[src/rtl/multi_cycle_ctrl_if.sv]
// Control/datapath bundle for the multi-cycle CPU controller.
// The controller drives the master side; the datapath (and the debug
// display) sit on the slave side.
interface multi_cycle_ctrl_if;
    logic [5:0] opcode;
    logic       zero;
    logic       sign;
    logic [2:0] state;
    logic       PCWre;
    logic       IRWre;
    logic       InsMemRW;
    logic       RegWre;
    logic [1:0] RegDst;
    logic       WrRegDSrc;
    logic       ALUSrcA;
    logic       ALUSrcB;
    logic       ExtSel;
    logic [2:0] ALUOp;
    logic       DBDataSrc;
    logic       mRD;
    logic       mWR;
    logic [1:0] PCSrc;
    logic       illegal;
    logic       halted;

    modport master (
        input  opcode, zero, sign,
        output state, PCWre, IRWre, InsMemRW, RegWre, RegDst, WrRegDSrc,
               ALUSrcA, ALUSrcB, ExtSel, ALUOp, DBDataSrc, mRD, mWR,
               PCSrc, illegal, halted
    );

    modport slave (
        output opcode, zero, sign,
        input  state, PCWre, IRWre, InsMemRW, RegWre, RegDst, WrRegDSrc,
               ALUSrcA, ALUSrcB, ExtSel, ALUOp, DBDataSrc, mRD, mWR,
               PCSrc, illegal, halted
    );
endinterface

[src/rtl/multi_cycle_ctrl.sv]
// multi_cycle_ctrl: IF/ID/EXE/MEM/WB sequencer for the multi-cycle CPU.
// State and the sticky halt flag are registered; all datapath controls
// are decoded combinationally from state, opcode, zero and sign.
// Optional feature macro: CTRL_JAL_JR_EN (decode jal/jr; otherwise
// those opcodes fall through as illegal 2-cycle nops).
module multi_cycle_ctrl (
    input logic               CLK,
    input logic               RST,
    multi_cycle_ctrl_if.master bus
);

    typedef enum logic [2:0] {
        S_IF     = 3'b000,
        S_ID     = 3'b001,
        S_EXE_LS = 3'b010,
        S_MEM    = 3'b011,
        S_WB_LD  = 3'b100,
        S_EXE_BR = 3'b101,
        S_EXE_AL = 3'b110,
        S_WB_AL  = 3'b111
    } state_t;

    localparam logic [5:0] OP_ADD   = 6'b000000;
    localparam logic [5:0] OP_SUB   = 6'b000001;
    localparam logic [5:0] OP_ADDIU = 6'b000010;
    localparam logic [5:0] OP_AND   = 6'b010000;
    localparam logic [5:0] OP_ANDI  = 6'b010001;
    localparam logic [5:0] OP_ORI   = 6'b010010;
    localparam logic [5:0] OP_SLL   = 6'b011000;
    localparam logic [5:0] OP_SLTI  = 6'b100111;
    localparam logic [5:0] OP_SW    = 6'b110000;
    localparam logic [5:0] OP_LW    = 6'b110001;
    localparam logic [5:0] OP_BEQ   = 6'b110100;
    localparam logic [5:0] OP_BNE   = 6'b110101;
    localparam logic [5:0] OP_BLTZ  = 6'b110110;
    localparam logic [5:0] OP_J     = 6'b111000;
    localparam logic [5:0] OP_JR    = 6'b111001;
    localparam logic [5:0] OP_JAL   = 6'b111010;
    localparam logic [5:0] OP_HALT  = 6'b111111;

    localparam logic [2:0] ALU_ADD = 3'b000;
    localparam logic [2:0] ALU_SUB = 3'b001;
    localparam logic [2:0] ALU_SLL = 3'b010;
    localparam logic [2:0] ALU_OR  = 3'b011;
    localparam logic [2:0] ALU_AND = 3'b100;
    localparam logic [2:0] ALU_SLT = 3'b110;

    state_t state;
    logic   halted;

    logic [5:0] op;
    assign op = bus.opcode;

    // Opcode decode classes.
    logic is_rtype, is_itype, is_alu, is_lw, is_sw, is_br;
    logic is_j, is_jr, is_jal, is_halt, is_illegal;
    logic [2:0] alu_op;
    logic       alu_ext;

    // Classify the opcode held in IR.
    always_comb begin
        is_rtype = (op == OP_ADD) || (op == OP_SUB) || (op == OP_AND) || (op == OP_SLL);
        is_itype = (op == OP_ADDIU) || (op == OP_ANDI) || (op == OP_ORI) || (op == OP_SLTI);
        is_alu   = is_rtype || is_itype;
        is_lw    = (op == OP_LW);
        is_sw    = (op == OP_SW);
        is_br    = (op == OP_BEQ) || (op == OP_BNE) || (op == OP_BLTZ);
        is_j     = (op == OP_J);
`ifdef CTRL_JAL_JR_EN
        is_jr    = (op == OP_JR);
        is_jal   = (op == OP_JAL);
`else
        is_jr    = 1'b0;
        is_jal   = 1'b0;
`endif
        is_halt  = (op == OP_HALT);
        is_illegal = !(is_alu || is_lw || is_sw || is_br || is_j || is_jr || is_jal || is_halt);

        case (op)
            OP_SUB:             alu_op = ALU_SUB;
            OP_AND, OP_ANDI:    alu_op = ALU_AND;
            OP_ORI:             alu_op = ALU_OR;
            OP_SLL:             alu_op = ALU_SLL;
            OP_SLTI:            alu_op = ALU_SLT;
            default:            alu_op = ALU_ADD;
        endcase
        // Logical immediates zero-extend, everything else sign-extends.
        alu_ext = !((op == OP_ANDI) || (op == OP_ORI));
    end

    // State sequencing and the sticky halt flag; halt parks the FSM in IF.
    always_ff @(posedge CLK) begin
        if (RST) begin
            state  <= S_IF;
            halted <= 1'b0;
        end else if (halted) begin
            state  <= S_IF;
        end else begin
            case (state)
                S_IF: state <= S_ID;
                S_ID: begin
                    if (is_halt) begin
                        halted <= 1'b1;
                        state  <= S_IF;
                    end else if (is_br)         state <= S_EXE_BR;
                    else if (is_lw || is_sw)    state <= S_EXE_LS;
                    else if (is_alu)            state <= S_EXE_AL;
                    else                        state <= S_IF;
                end
                S_EXE_AL: state <= S_WB_AL;
                S_WB_AL:  state <= S_IF;
                S_EXE_BR: state <= S_IF;
                S_EXE_LS: state <= S_MEM;
                S_MEM:    state <= is_lw ? S_WB_LD : S_IF;
                S_WB_LD:  state <= S_IF;
                default:  state <= S_IF;
            endcase
        end
    end

    logic       pc_wre, ir_wre, ins_rd, reg_wre, wr_src, src_a, src_b, ext_sel;
    logic       db_src, m_rd, m_wr, illegal;
    logic [1:0] reg_dst, pc_src;
    logic [2:0] alu_sel;

    // Datapath controls; everything idles to 0 under reset or halt.
    always_comb begin
        pc_wre  = 1'b0;
        ir_wre  = 1'b0;
        ins_rd  = 1'b0;
        reg_wre = 1'b0;
        reg_dst = 2'b00;
        wr_src  = 1'b0;
        src_a   = 1'b0;
        src_b   = 1'b0;
        ext_sel = 1'b0;
        alu_sel = ALU_ADD;
        db_src  = 1'b0;
        m_rd    = 1'b0;
        m_wr    = 1'b0;
        pc_src  = 2'b00;
        illegal = 1'b0;
        if (!RST && !halted) begin
            case (state)
                S_IF: begin
                    ins_rd = 1'b1;
                    ir_wre = 1'b1;
                end
                S_ID: begin
                    if (is_j) begin
                        pc_wre = 1'b1;
                        pc_src = 2'b11;
                    end else if (is_jr) begin
                        pc_wre = 1'b1;
                        pc_src = 2'b10;
                    end else if (is_jal) begin
                        pc_wre  = 1'b1;
                        pc_src  = 2'b11;
                        reg_wre = 1'b1;
                    end else if (is_illegal) begin
                        pc_wre  = 1'b1;
                        illegal = 1'b1;
                    end
                end
                S_EXE_AL, S_WB_AL: begin
                    src_b   = is_itype;
                    src_a   = (op == OP_SLL);
                    ext_sel = alu_ext;
                    alu_sel = alu_op;
                    if (state == S_WB_AL) begin
                        reg_wre = 1'b1;
                        wr_src  = 1'b1;
                        reg_dst = is_rtype ? 2'b10 : 2'b01;
                        pc_wre  = 1'b1;
                    end
                end
                S_EXE_BR: begin
                    alu_sel = ALU_SUB;
                    ext_sel = 1'b1;
                    pc_wre  = 1'b1;
                    case (op)
                        OP_BEQ:  pc_src = bus.zero  ? 2'b01 : 2'b00;
                        OP_BNE:  pc_src = !bus.zero ? 2'b01 : 2'b00;
                        OP_BLTZ: pc_src = bus.sign  ? 2'b01 : 2'b00;
                        default: pc_src = 2'b00;
                    endcase
                end
                S_EXE_LS, S_MEM: begin
                    src_b   = 1'b1;
                    ext_sel = 1'b1;
                    if (state == S_MEM) begin
                        m_wr   = is_sw;
                        m_rd   = is_lw;
                        pc_wre = is_sw;
                    end
                end
                S_WB_LD: begin
                    m_rd    = 1'b1;
                    db_src  = 1'b1;
                    reg_wre = 1'b1;
                    reg_dst = 2'b01;
                    wr_src  = 1'b1;
                    pc_wre  = 1'b1;
                end
                default: ;
            endcase
        end
    end

    assign bus.state     = state;
    assign bus.halted    = halted;
    assign bus.PCWre     = pc_wre;
    assign bus.IRWre     = ir_wre;
    assign bus.InsMemRW  = ins_rd;
    assign bus.RegWre    = reg_wre;
    assign bus.RegDst    = reg_dst;
    assign bus.WrRegDSrc = wr_src;
    assign bus.ALUSrcA   = src_a;
    assign bus.ALUSrcB   = src_b;
    assign bus.ExtSel    = ext_sel;
    assign bus.ALUOp     = alu_sel;
    assign bus.DBDataSrc = db_src;
    assign bus.mRD       = m_rd;
    assign bus.mWR       = m_wr;
    assign bus.PCSrc     = pc_src;
    assign bus.illegal   = illegal;

endmodule

[src/flat_wrapper.sv]
// flat-port wrapper written by rule: the top's interface ports become plain ports
module multi_cycle_ctrl_flat 
  (CLK, RST, bus_opcode, bus_zero, bus_sign, bus_state, bus_PCWre, bus_IRWre, bus_InsMemRW, bus_RegWre, bus_RegDst, bus_WrRegDSrc, bus_ALUSrcA, bus_ALUSrcB, bus_ExtSel, bus_ALUOp, bus_DBDataSrc, bus_mRD, bus_mWR, bus_PCSrc, bus_illegal, bus_halted);
  multi_cycle_ctrl_if bus_i ();
  input logic CLK;
  input logic RST;
  input wire logic [$bits(bus_i.opcode)-1:0] bus_opcode;
  input wire logic [$bits(bus_i.zero)-1:0] bus_zero;
  input wire logic [$bits(bus_i.sign)-1:0] bus_sign;
  output wire logic [$bits(bus_i.state)-1:0] bus_state;
  output wire logic [$bits(bus_i.PCWre)-1:0] bus_PCWre;
  output wire logic [$bits(bus_i.IRWre)-1:0] bus_IRWre;
  output wire logic [$bits(bus_i.InsMemRW)-1:0] bus_InsMemRW;
  output wire logic [$bits(bus_i.RegWre)-1:0] bus_RegWre;
  output wire logic [$bits(bus_i.RegDst)-1:0] bus_RegDst;
  output wire logic [$bits(bus_i.WrRegDSrc)-1:0] bus_WrRegDSrc;
  output wire logic [$bits(bus_i.ALUSrcA)-1:0] bus_ALUSrcA;
  output wire logic [$bits(bus_i.ALUSrcB)-1:0] bus_ALUSrcB;
  output wire logic [$bits(bus_i.ExtSel)-1:0] bus_ExtSel;
  output wire logic [$bits(bus_i.ALUOp)-1:0] bus_ALUOp;
  output wire logic [$bits(bus_i.DBDataSrc)-1:0] bus_DBDataSrc;
  output wire logic [$bits(bus_i.mRD)-1:0] bus_mRD;
  output wire logic [$bits(bus_i.mWR)-1:0] bus_mWR;
  output wire logic [$bits(bus_i.PCSrc)-1:0] bus_PCSrc;
  output wire logic [$bits(bus_i.illegal)-1:0] bus_illegal;
  output wire logic [$bits(bus_i.halted)-1:0] bus_halted;
  assign bus_i.opcode = bus_opcode;
  assign bus_i.zero = bus_zero;
  assign bus_i.sign = bus_sign;
  assign bus_state = bus_i.state;
  assign bus_PCWre = bus_i.PCWre;
  assign bus_IRWre = bus_i.IRWre;
  assign bus_InsMemRW = bus_i.InsMemRW;
  assign bus_RegWre = bus_i.RegWre;
  assign bus_RegDst = bus_i.RegDst;
  assign bus_WrRegDSrc = bus_i.WrRegDSrc;
  assign bus_ALUSrcA = bus_i.ALUSrcA;
  assign bus_ALUSrcB = bus_i.ALUSrcB;
  assign bus_ExtSel = bus_i.ExtSel;
  assign bus_ALUOp = bus_i.ALUOp;
  assign bus_DBDataSrc = bus_i.DBDataSrc;
  assign bus_mRD = bus_i.mRD;
  assign bus_mWR = bus_i.mWR;
  assign bus_PCSrc = bus_i.PCSrc;
  assign bus_illegal = bus_i.illegal;
  assign bus_halted = bus_i.halted;
  multi_cycle_ctrl u_core (.CLK(CLK), .RST(RST), .bus(bus_i));
endmodule
[config.mk]
export PLATFORM = sky130hd
export DESIGN_NAME = multi_cycle_ctrl_flat
export DESIGN_NICKNAME = d
export VERILOG_FILES = /design/src/rtl/multi_cycle_ctrl_if.sv /design/src/rtl/multi_cycle_ctrl.sv /design/src/flat_wrapper.sv
export SDC_FILE = /design/constraint.sdc
export NUM_CORES = 1
export LEC_CHECK = 0
export CAP_MARGIN = 40
export CORE_UTILIZATION = 44
export DETAILED_ROUTE_END_ITERATION = 16
export PLACE_DENSITY = 0.85
export SKIP_LAST_GASP = 1
export SLEW_MARGIN = 20
export SYNTH_ARGS = -nofsm -noshare
export SYNTH_HDL_FRONTEND = slang
export SYNTH_SLANG_ARGS = --single-unit
[constraint.sdc]
create_clock -name CLK -period 4.4 [get_ports CLK]
set_clock_uncertainty 0.15 [all_clocks]
set_input_delay 0.44 -clock CLK [delete_from_list [all_inputs] [get_ports CLK]]
set_output_delay 0.44 -clock CLK [all_outputs]
set_load 0.05 [all_outputs]
==> summary.txt, run 1 <==
Routing
  – Antenna Nets Post-Route: 0
  – Total wire length: 2050 microns
  – Pre-antenna DRT Iters: 4
  – Mean routed wirelength per cell: 13.4 microns
  – Drt drc: 0
  – Vias post-DR: 928
  – Initial DRC Count: 45
  – Via density: 6.07

Clocking
  – CTS buffer count: 3
  – Setup bufs post-CTS: 0
  – # hold bufs at CTS: 0
  – Sink Count: 4
  – Clock latency on the worst-skew pair: 0.23 ns
  – CTS tree: built
  – CTS max path bufs: 2
  – CTS resizes: 0
  – Root Buffer: clkbuf_4
  – Clk pin slew, worst setup/hold paths: 0.04 ns
  – Htree depth: 1

Global routing
  – Gr usage total: 24.8%
  – First-pass GRT wire length: 3480 microns
  – Vias in the first global route: 788
  – GR Overflow Total: 0
  – Initial antenna violation count: 0
  – Pin count of the biggest net entering global routing: 18

Timing
  – Slew Limit Fails: 0
  – Slew margin rel.: 59.4%
  – Max Freq: 266 MHz
  – Fin crit share: 85.4%
  – Final min period: 3.76 ns
  – Setup TNS: 0 ns
  – Worst-Margin Slew: 0.607 ns
  – RSZ-0062 raised after global routing: no
  – Final Hold Violating Endpoints: 0
  – Setup violations, final: 0
  – Final worst slack: 0.643 ns

Synthesis
  – Seq/Total Area, Yosys: 11.2%
  – Syn avg cell area: 6.30 sq um
  – Syn. warnings: 0
  – Primary FF master, synth: dfxtp_1
  – Yosys top cell by area: dfxtp_1
  – Synth Net Count: 123
  – Share of synthesized registers carrying an async set or reset: 0%
  – FF+latch count, synth: 4
  – Post-synth EDFFs: 0
  – Gate Count Post-Synth: 113
  – Unique masters post-synth: 40
  – Synth top area share: 11.2%
  – Most common cell in the netlist: nor2_1
  – Most frequent cells after synthesis: nor2_1, nand2_1, nor3_1
  – Synth area leaders: dfxtp_1, nor2_1, nor3_1
  – Synth Cell Area: 712 sq um

Floorplan
  – Die height: 42.2 microns
  – I/O pin count: 33
  – Starting Density: 47.3%
  – Die width: 42.2 microns
  – Site row count: 14
  – Die area: 1780 sq um
  – Core Area: 1510 sq um

Power
  – Tot Pwr: 0.169 mW
  – Peak VDD IR: 0.000220 V
  – Pwr Density: 168 nW/um^2
  – Leakage power: 0.354 nW

Setup path
  – Data arrival time of the critical path: 3.17 ns
  – Crit Path Class: primary input to output port
  – Crit. Startpoint: bus_opcode[1]
  – Worst path required time: 3.81 ns
  – CP Capture Type: output port
  – Startpoint Class: primary input
  – Critical-path maximum fanout: 17
  – R2r startpoint: u_core.bus.state[1]$_SDFF_PN0_

Placed design
  – Placer Congestion: 0.900
  – Placed wire-length estimate: 1570 microns
  – DP Worst Slack: 0.682 ns
  – PortBufs: 32

Cells and area
  – Nets: 149
  – Share of cells above drive strength 1: 8.03%
  – FF+latch area: 80.1 sq um
  – Multi-input gate area: 557 sq um
  – Fillers: 134
  – Synth-to-layout area growth: 40.9%
  – ANT cells: 0

Run
  – Max-Cap Viols: 0

Min path
  – HP Class: flop to flop
  – Hold Crit Start: u_core.bus.halted$_SDFF_PP0_

Outcome
  – Status: complete, no violations
[flip-flops by register name, indices dropped and copies added, names as in the netlist]
name / count
u_core.bus.state: 3
u_core.bus.halted: 1
[cells in the final DEF, fill, tap and decap left out, drive strengths merged]
cell type / n
and2b: 1
dfxtp: 4
a211oi: 2
a311oi: 1
o22a: 1
nor3b: 1
or2: 4
a211o: 1
o22ai: 3
clkdlybuf4s50: 32
nor3: 9
nor2b: 5
nor2: 16
clkbuf: 3
inv: 1
a31oi: 4
o311ai: 1
or2b: 1
nand4: 1
and3: 3
nor4b: 1
nand2: 11
nand2b: 3
xnor2: 1
o21ai: 4
a41oi: 1
and3b: 1
and2: 1
mux2i: 1
a21oi: 7
nor4: 4
a22oi: 1
a21o: 1
nand3: 6
[worst max-delay path, stage by stage]
cell and delay (ns):
clkdlybuf4s50_1 0.86, nand2b_1 0.18, a21oi_1 0.07, a211o_1 0.33, or2_1 0.26, a311oi_2 0.19, clkdlybuf4s50_1 0.83
[where the power goes]
part	leakage (nW)	switching, mW	internal (mW)
registers	0.0327	0.00425	0.0380
clock network	0.0138	0.0142	0.0305
logic	0.308	0.0511	0.0309
total	0.354	0.0695	0.0994
[layer usage]
metal	routed length, microns	share of wire (%)	GRT usage [%]	up-vias
li1	-	-	-	465
met1	886	43	33.9	417
met2	1010	50	39.7	42
met3	127	6.2	5.60	4
met4	21	1.0	5.63	0
met5	0	0	0	-
[logic make-up after synthesis]
family / count (synthesis) / synth area share (%)
buffers and inverters: 12 / 10.5
DFF: 4 / 11.2
AOI/OAI and AO/OA: 27 / 25.8
and+or+nand+nor: 68 / 49.7
xor gates and xnor gates: 1 / 1.23
muxes: 1 / 1.41
[cell type report]
| type | instances | area share (%) |
|---|---|---|
| Timing Repair Buffer | 32 | 31.9 |
| Tap cell | 16 | 2.00 |
| Multi-Input combinational cell | 97 | 55.5 |
| Sequential cell | 4 | 7.98 |
| Inverter | 1 | 0.374 |
| Clock buffer | 3 | 2.24 |
[final timing paths]
kind                               endpoint  slack [ns]  cells after the start
max                               bus_PCWre        0.64                      7
min            u_core.bus.halted$_SDFF_PP0_        0.36                      2
max reg2reg  u_core.bus.state[2]$_SDFF_PN0_        2.72                      5
min reg2reg    u_core.bus.halted$_SDFF_PP0_        0.36                      2
[per-stage QoR]
step | cell area, sq um | hold WS [ns] | instances | util [%]
after floorplan | 712 | 0.362 | 113 | -
after global placement | 981 | 0.373 | 150 | 65.1
after detailed placement | 981 | 0.356 | 150 | 65.1
after CTS | 1000 | 0.364 | 153 | 66.6
after global routing | 1000 | 0.395 | 153 | 66.6
final | 1000 | 0.362 | 153 | 66.6
Power figures use the tool's default switching activity.
==> run 2, diff against run 1 <==
- GPL_TIMING_DRIVEN: unset -> 0
==> run 2 against run 1 <==
Compared with the run above:
- sequential power down 4%
- utilization up 3.4 points
- total power up 3.3%
- critical path type unchanged
- non-clock buffer count up 9
- final cell count up 5.9%
- clock power up 4%
- via count up 1.3%
- final area up 5.1%
- largest power group unchanged
- combinational power up 6.7%
- count of clock-buffer cells in the layout unchanged
==> summary.txt, run 2 (synthesized netlist as in run 1, its figures left out) <==
Cells and area
  – Multi-input gate area: 557 sq um
  – Commonest non-fill, non-tap cell in the layout: clkdlybuf4s50_1
  – Commonest cells after routing, fill and taps aside: clkdlybuf4s50_1, nor2_1, nand2_1
  – Reg with most FFs: u_core.bus.state
  – Max reg flops: 3
  – Fillers: 135
  – FF+latch area: 80.1 sq um
  – Top flop regs: u_core.bus.state: 3 flops, u_core.bus.halted: 1 flops
  – ANT cells: 0
  – Synth-to-layout area growth: 48.2%
  – Nets: 158
  – Share of cells above drive strength 1: 13.7%
  – Final Util: 70.0%

Global routing
  – GR Overflow Total: 0
  – Vias in the first global route: 834
  – Gr usage total: 26.0%
  – Pin count of the biggest net entering global routing: 11
  – Initial antenna violation count: 0
  – First-pass GRT wire length: 3660 microns

Setup path
  – Startpoint Class: primary input
  – Crit-path slowest cell: clkdlybuf4s50_1
  – Crit Path Class: primary input to output port
  – Most Frequent Cell on Critical Path: clkdlybuf4s50_1
  – Worst-path cell chain: clkdlybuf4s50_1 > or2b_2 > a211oi_2 > a211o_1 > or2_1 > a311oi_2 > clkdlybuf4s50_1
  – Critical-path maximum fanout: 6
  – CP Capture Type: output port
  – Worst path required time: 3.81 ns
  – Critical path's largest stage delay: 0.84 ns
  – Data arrival time of the critical path: 2.83 ns

Timing
  – Setup TNS: 0 ns
  – Worst-Margin Slew: 0.500 ns
  – Final min period: 3.42 ns
  – RSZ-0062 raised after global routing: no
  – Slew margin rel.: 66.5%
  – Slew Limit Fails: 0
  – Fin crit share: 77.8%
  – Setup violations, final: 0
  – Final Hold Violating Endpoints: 0
  – Max Freq: 292 MHz

Outcome
  – Status: complete, no violations

Clocking
  – Root Buffer: clkbuf_4
  – Htree depth: 1
  – Clk pin slew, worst setup/hold paths: 0.04 ns
  – CTS buffer count: 3
  – Setup bufs post-CTS: 0
  – # hold bufs at CTS: 0
  – CTS tree: built
  – Clock latency on the worst-skew pair: 0.24 ns
  – CTS max path bufs: 2
  – CTS resizes: 0
  – Sink Count: 4

Placed design
  – Placed wire-length estimate: 1640 microns
  – Placer Congestion: 0.890
  – PortBufs: 30

Routing
  – Via density: 5.80
  – Initial DRC Count: 45
  – Total wire length: 2070 microns
  – Vias post-DR: 940
  – Pre-antenna DRT Iters: 4
  – Drt drc: 0
  – Mean routed wirelength per cell: 12.8 microns
  – Antenna Nets Post-Route: 0

Floorplan
  – Site row count: 14
  – I/O pin count: 33
  – Starting Density: 47.3%
  – Die area: 1780 sq um
  – Die height: 42.2 microns
  – Core Area: 1510 sq um
  – Die width: 42.2 microns

Min path
  – HP Class: flop to flop

Power
  – Pwr Density: 165 nW/um^2
  – Leakage power: 0.393 nW
  – Peak VDD IR: 0.000161 V

Run
  – Max-Cap Viols: 0
run 2: cell types whose count changed in the layout (fill, tap and decap cells not counted), sizes merged:
cell / delta
buf: +9
clkdlybuf4s50: -2
clkbuf: +2
run 2: critical path, delay by kind of cell:
family	cells	cell delay, ns
buffers and inverters	2	1.38
and+or+nand+nor	2	0.45
AOI/OAI and AO/OA	3	0.57
run 2: power breakdown:
group / internal [mW] / total [mW] / switching (mW)
logic: 0.0344 / 0.0875 / 0.0531
registers: 0.0380 / 0.0406 / 0.00262
clock network: 0.0306 / 0.0464 / 0.0159
total: 0.103 / 0.175 / 0.0716
run 2: worst paths after layout:
kind / start / end / slack [ns] / cells after the start
worst min-delay path: u_core.bus.halted$_SDFF_PP0_ / u_core.bus.halted$_SDFF_PP0_ / 0.36 / 2
worst min register to register: u_core.bus.halted$_SDFF_PP0_ / u_core.bus.halted$_SDFF_PP0_ / 0.36 / 2
worst max-delay path: bus_opcode[2] / bus_PCWre / 0.98 / 7
worst max register to register: u_core.bus.state[1]$_SDFF_PN0_ / u_core.bus.state[2]$_SDFF_PN0_ / 2.74 / 6
run 2: routing by layer:
metal / vias to the layer above / GRT usage (%) / wire length (microns)
met1: 423 / 35.7 / 929
met3: 4 / 5.60 / 98
met5: - / 0 / 0
li1: 476 / - / -
met4: 0 / 8.75 / 23
met2: 37 / 40.0 / 1020
run 2: cell type report:
type	instances	area share, %
inverters	1	0.356
flip-flops and latches	4	7.59
well taps	16	1.90
plain buffers	11	6.76
multi-input cells	97	52.8
clock buffers	3	2.14
repair buffers	30	28.5
run 2: through the flow:
step	instance area [sq um]	hold WS, ns	total power, mW	std cells	worst slack, ns
floorplan	712	0.362	0.102	113	1.03
CTS	1050	0.370	0.175	162	0.967
detailed placement	1030	0.362	0.128	159	0.963
global placement	1030	0.357	0.128	159	0.980
global route	1050	0.401	0.186	162	0.842
finish	1050	0.362	0.175	162	0.976
==> RTL change: new RTL, settings of run 2 <==
Reset style: asynchronous (`RST`), changed in one clocked block.
--- a/src/rtl/multi_cycle_ctrl.sv
+++ b/src/rtl/multi_cycle_ctrl.sv
@@ -89,7 +89,7 @@
     end
 
     // State sequencing and the sticky halt flag; halt parks the FSM in IF.
-    always_ff @(posedge CLK) begin
+    always_ff @(posedge CLK or posedge RST) begin
         if (RST) begin
             state  <= S_IF;
             halted <= 1'b0;
Function: differs if RST is asserted again (counterexample within 4 cycles, from zero or initial values and one cycle with RST high); with RST held inactive, the same outputs for 10 cycles.
==> RTL change against run 2 <==
  * The flow now finishes with violations (design-rule violations)
  * Fmax rose by 1.2%
  * Setup slack improved by 0.041 ns
  * Design area rose by 5.7%
  * Non-clock buffer count rose by 1
  * Sequential share of layout area rose by 1.4 points
  * Routed wire length rose by 5.1%
  * Synthesized area rose by 7.0%
  * Sequential cell count did not move
  * Highest routed layer is now met3
Power is not compared: it rests on default switching activity, and its combinational part moved more than twofold at a synthesized area within 25%.
==> RTL change: results (changes against run 2) <==
Initial DRT Pass Iterations: 10 (was 4)
WP data arrival: 2.79 ns (was 2.83 ns)
gpl congestion: 0.889 (was 0.890)
nets: 158 (unchanged)
final setup violation count: 0 (unchanged)
Worst-path clk slew: 0.04 ns (about the same)
cts repair resizes: 0 (unchanged)
clock tree root buffer cell: clkbuf_4 (unchanged)
layout cells sized above 1: 14.4% (was 13.7%)
Worst VDD drop: 414 uV
Distinct cells, synth: 44 (was 40)
vias in the first global route: 794 (was 834)
top_reg_cell synth: dfrtp_1 (was dfxtp_1)
Post-synth ARST share: 100% (was 0%)
postcts setup bufs: 0 (unchanged)
Fill cells: 140 (was 135)
initial antenna violation count: 0 (unchanged)
Synth area leaders: dfrtp_1 (13%), nor2_1 (7.9%), a21oi_1 (7.2%) (was dfxtp_1 (11%), nor2_1 (8.4%), nor3_1 (6.3%))
Post-Syn Nets: 122 (was 123)
DRC Markers: 3 (was 0)
Max Root-Sink Buffers: 2 (unchanged)
Inserted Diodes: 0 (unchanged)
largest net degree at the start of global routing: 11 (unchanged)
placed cell area: 0.00109 mm^2 (was 0.00103 mm^2)
status: finished, violations left (was finished clean)
via count: 961 (was 940)
failing checks: design-rule violations
biggest regs: u_core.bus.state (3), u_core.bus.halted (1) (unchanged)
pre-CTS setup slack: 1.03 ns (was 0.963 ns)
PortBufs: 31 (was 30)
Ys Warns: 0 (unchanged)
Clock Latency Late Sink: 0.24 ns (about the same)
htree depth: 1 (unchanged)
slew margin rel.: 65.5% (was 66.5%)
number of CTS-inserted buffers: 3 (unchanged)
first-pass GRT wire length: 3640 um (was 3660 um)
final WL: 2180 um (was 2070 um)
Seq/Total Area, Yosys: 13.1% (was 11.2%)
maximum fanout along the worst path: 8 (was 6)
Pleak: 0.421 nW
average wire per standard cell: 13.4 um (was 12.8 um)
drt first-iter violations: 36 (was 45)
All-Layer GR Usage: 24.4% (was 26.0%)
hpwl dp: 1670 um (was 1640 um)
commonest cells in the netlist: nor2_1 (16), a21oi_1 (11), nand2_1 (7) (was nor2_1 (16), nand2_1 (11), nor3_1 (9))
synthesized instance count: 112 (was 113)
Hold Path Class: in -> async (was reg -> reg)
RTL change: changes by cell type in the layout (fill, tap and decap cells not counted), moves of 3 or more:
cell     before  now
inv_1         1    5
o21ai_0       4    1
nand3_1       6    3
nor2b_1       5    1
dfrtp_1       0    4
nand2_1      11    7
dfxtp_1       4    0
a21oi_1       7   11
nor3_1        9    6
RTL change: path summary, 6_finish.rpt:
kind                                                     from                            end  slack (ns)  cells after the start
worst max register to register  u_core.bus.state[1]$_DFF_PP0_  u_core.bus.state[2]$_DFF_PP0_        2.94                      6
worst min register to register    u_core.bus.halted$_DFF_PP0_  u_core.bus.state[0]$_DFF_PP0_        0.44                      1
worst min-delay path                                      RST  u_core.bus.state[0]$_DFF_PP0_        0.29                      2
worst max-delay path                            bus_opcode[4]                    bus_illegal        1.02                      7
max in group asynchronous                                 RST    u_core.bus.halted$_DFF_PP0_        3.65                      2
min in group CLK                  u_core.bus.halted$_DFF_PP0_  u_core.bus.state[0]$_DFF_PP0_        0.44                      1
RTL change: cells by family (layout without fill, tap and decap cells):
family                    Yosys count  after routing  synth area share, %
AOI/OAI and AO/OA                  32             32                 27.4
xor gates and xnor gates            3              3                 3.45
buffers and inverters              16             50                 12.5
DFF                                 4              4                 13.1
and+or+nand+nor                    57             57                 43.5
RTL change: cell type report:
type                    instances  share of cell area (%)
multi-input cells              92                    50.8
repair buffers                 31                    27.8
flip-flops and latches          4                    8.98
plain buffers                  11                    6.85
clock buffers                   3                    2.02
well taps                      16                    1.80
inverters                       5                    1.68
RTL change: worst max-delay path: stages:
cell and delay [ns]:
clkdlybuf4s50_1 0.56, nor2b_1 0.24, o21bai_1 0.15, a21oi_1 0.08
a41oi_1 0.28, and3_2 0.23, clkdlybuf4s50_1 0.80
RTL change: per-stage QoR:
step	power (W)	utilization (%)	hold slack (ns)
after detailed placement	0.000460	70.1	0.431
after CTS	0.000507	71.5	0.285
after global routing	0.000538	71.5	0.303
after floorplan	0.000345	-	0.0561
final	0.000508	71.5	0.287
after global placement	0.000454	70.1	0.425
RTL change: metal layers:
metal / GRT usage [%] / up-vias / share of wire [%]
met5: 0 / - / 0
met1: 36.7 / 440 / 45
met3: 5.00 / 0 / 8.0
met2: 37.3 / 45 / 47
met4: 1.88 / 0 / 0
li1: - / 476 / -
RTL change: where the power goes:
group	internal, W	leakage (nW)	switching (W)
sequential	0.0000513	0.0522	0.0000195
combinational	0.000138	0.355	0.000254
clock	0.0000304	0.0138	0.0000144
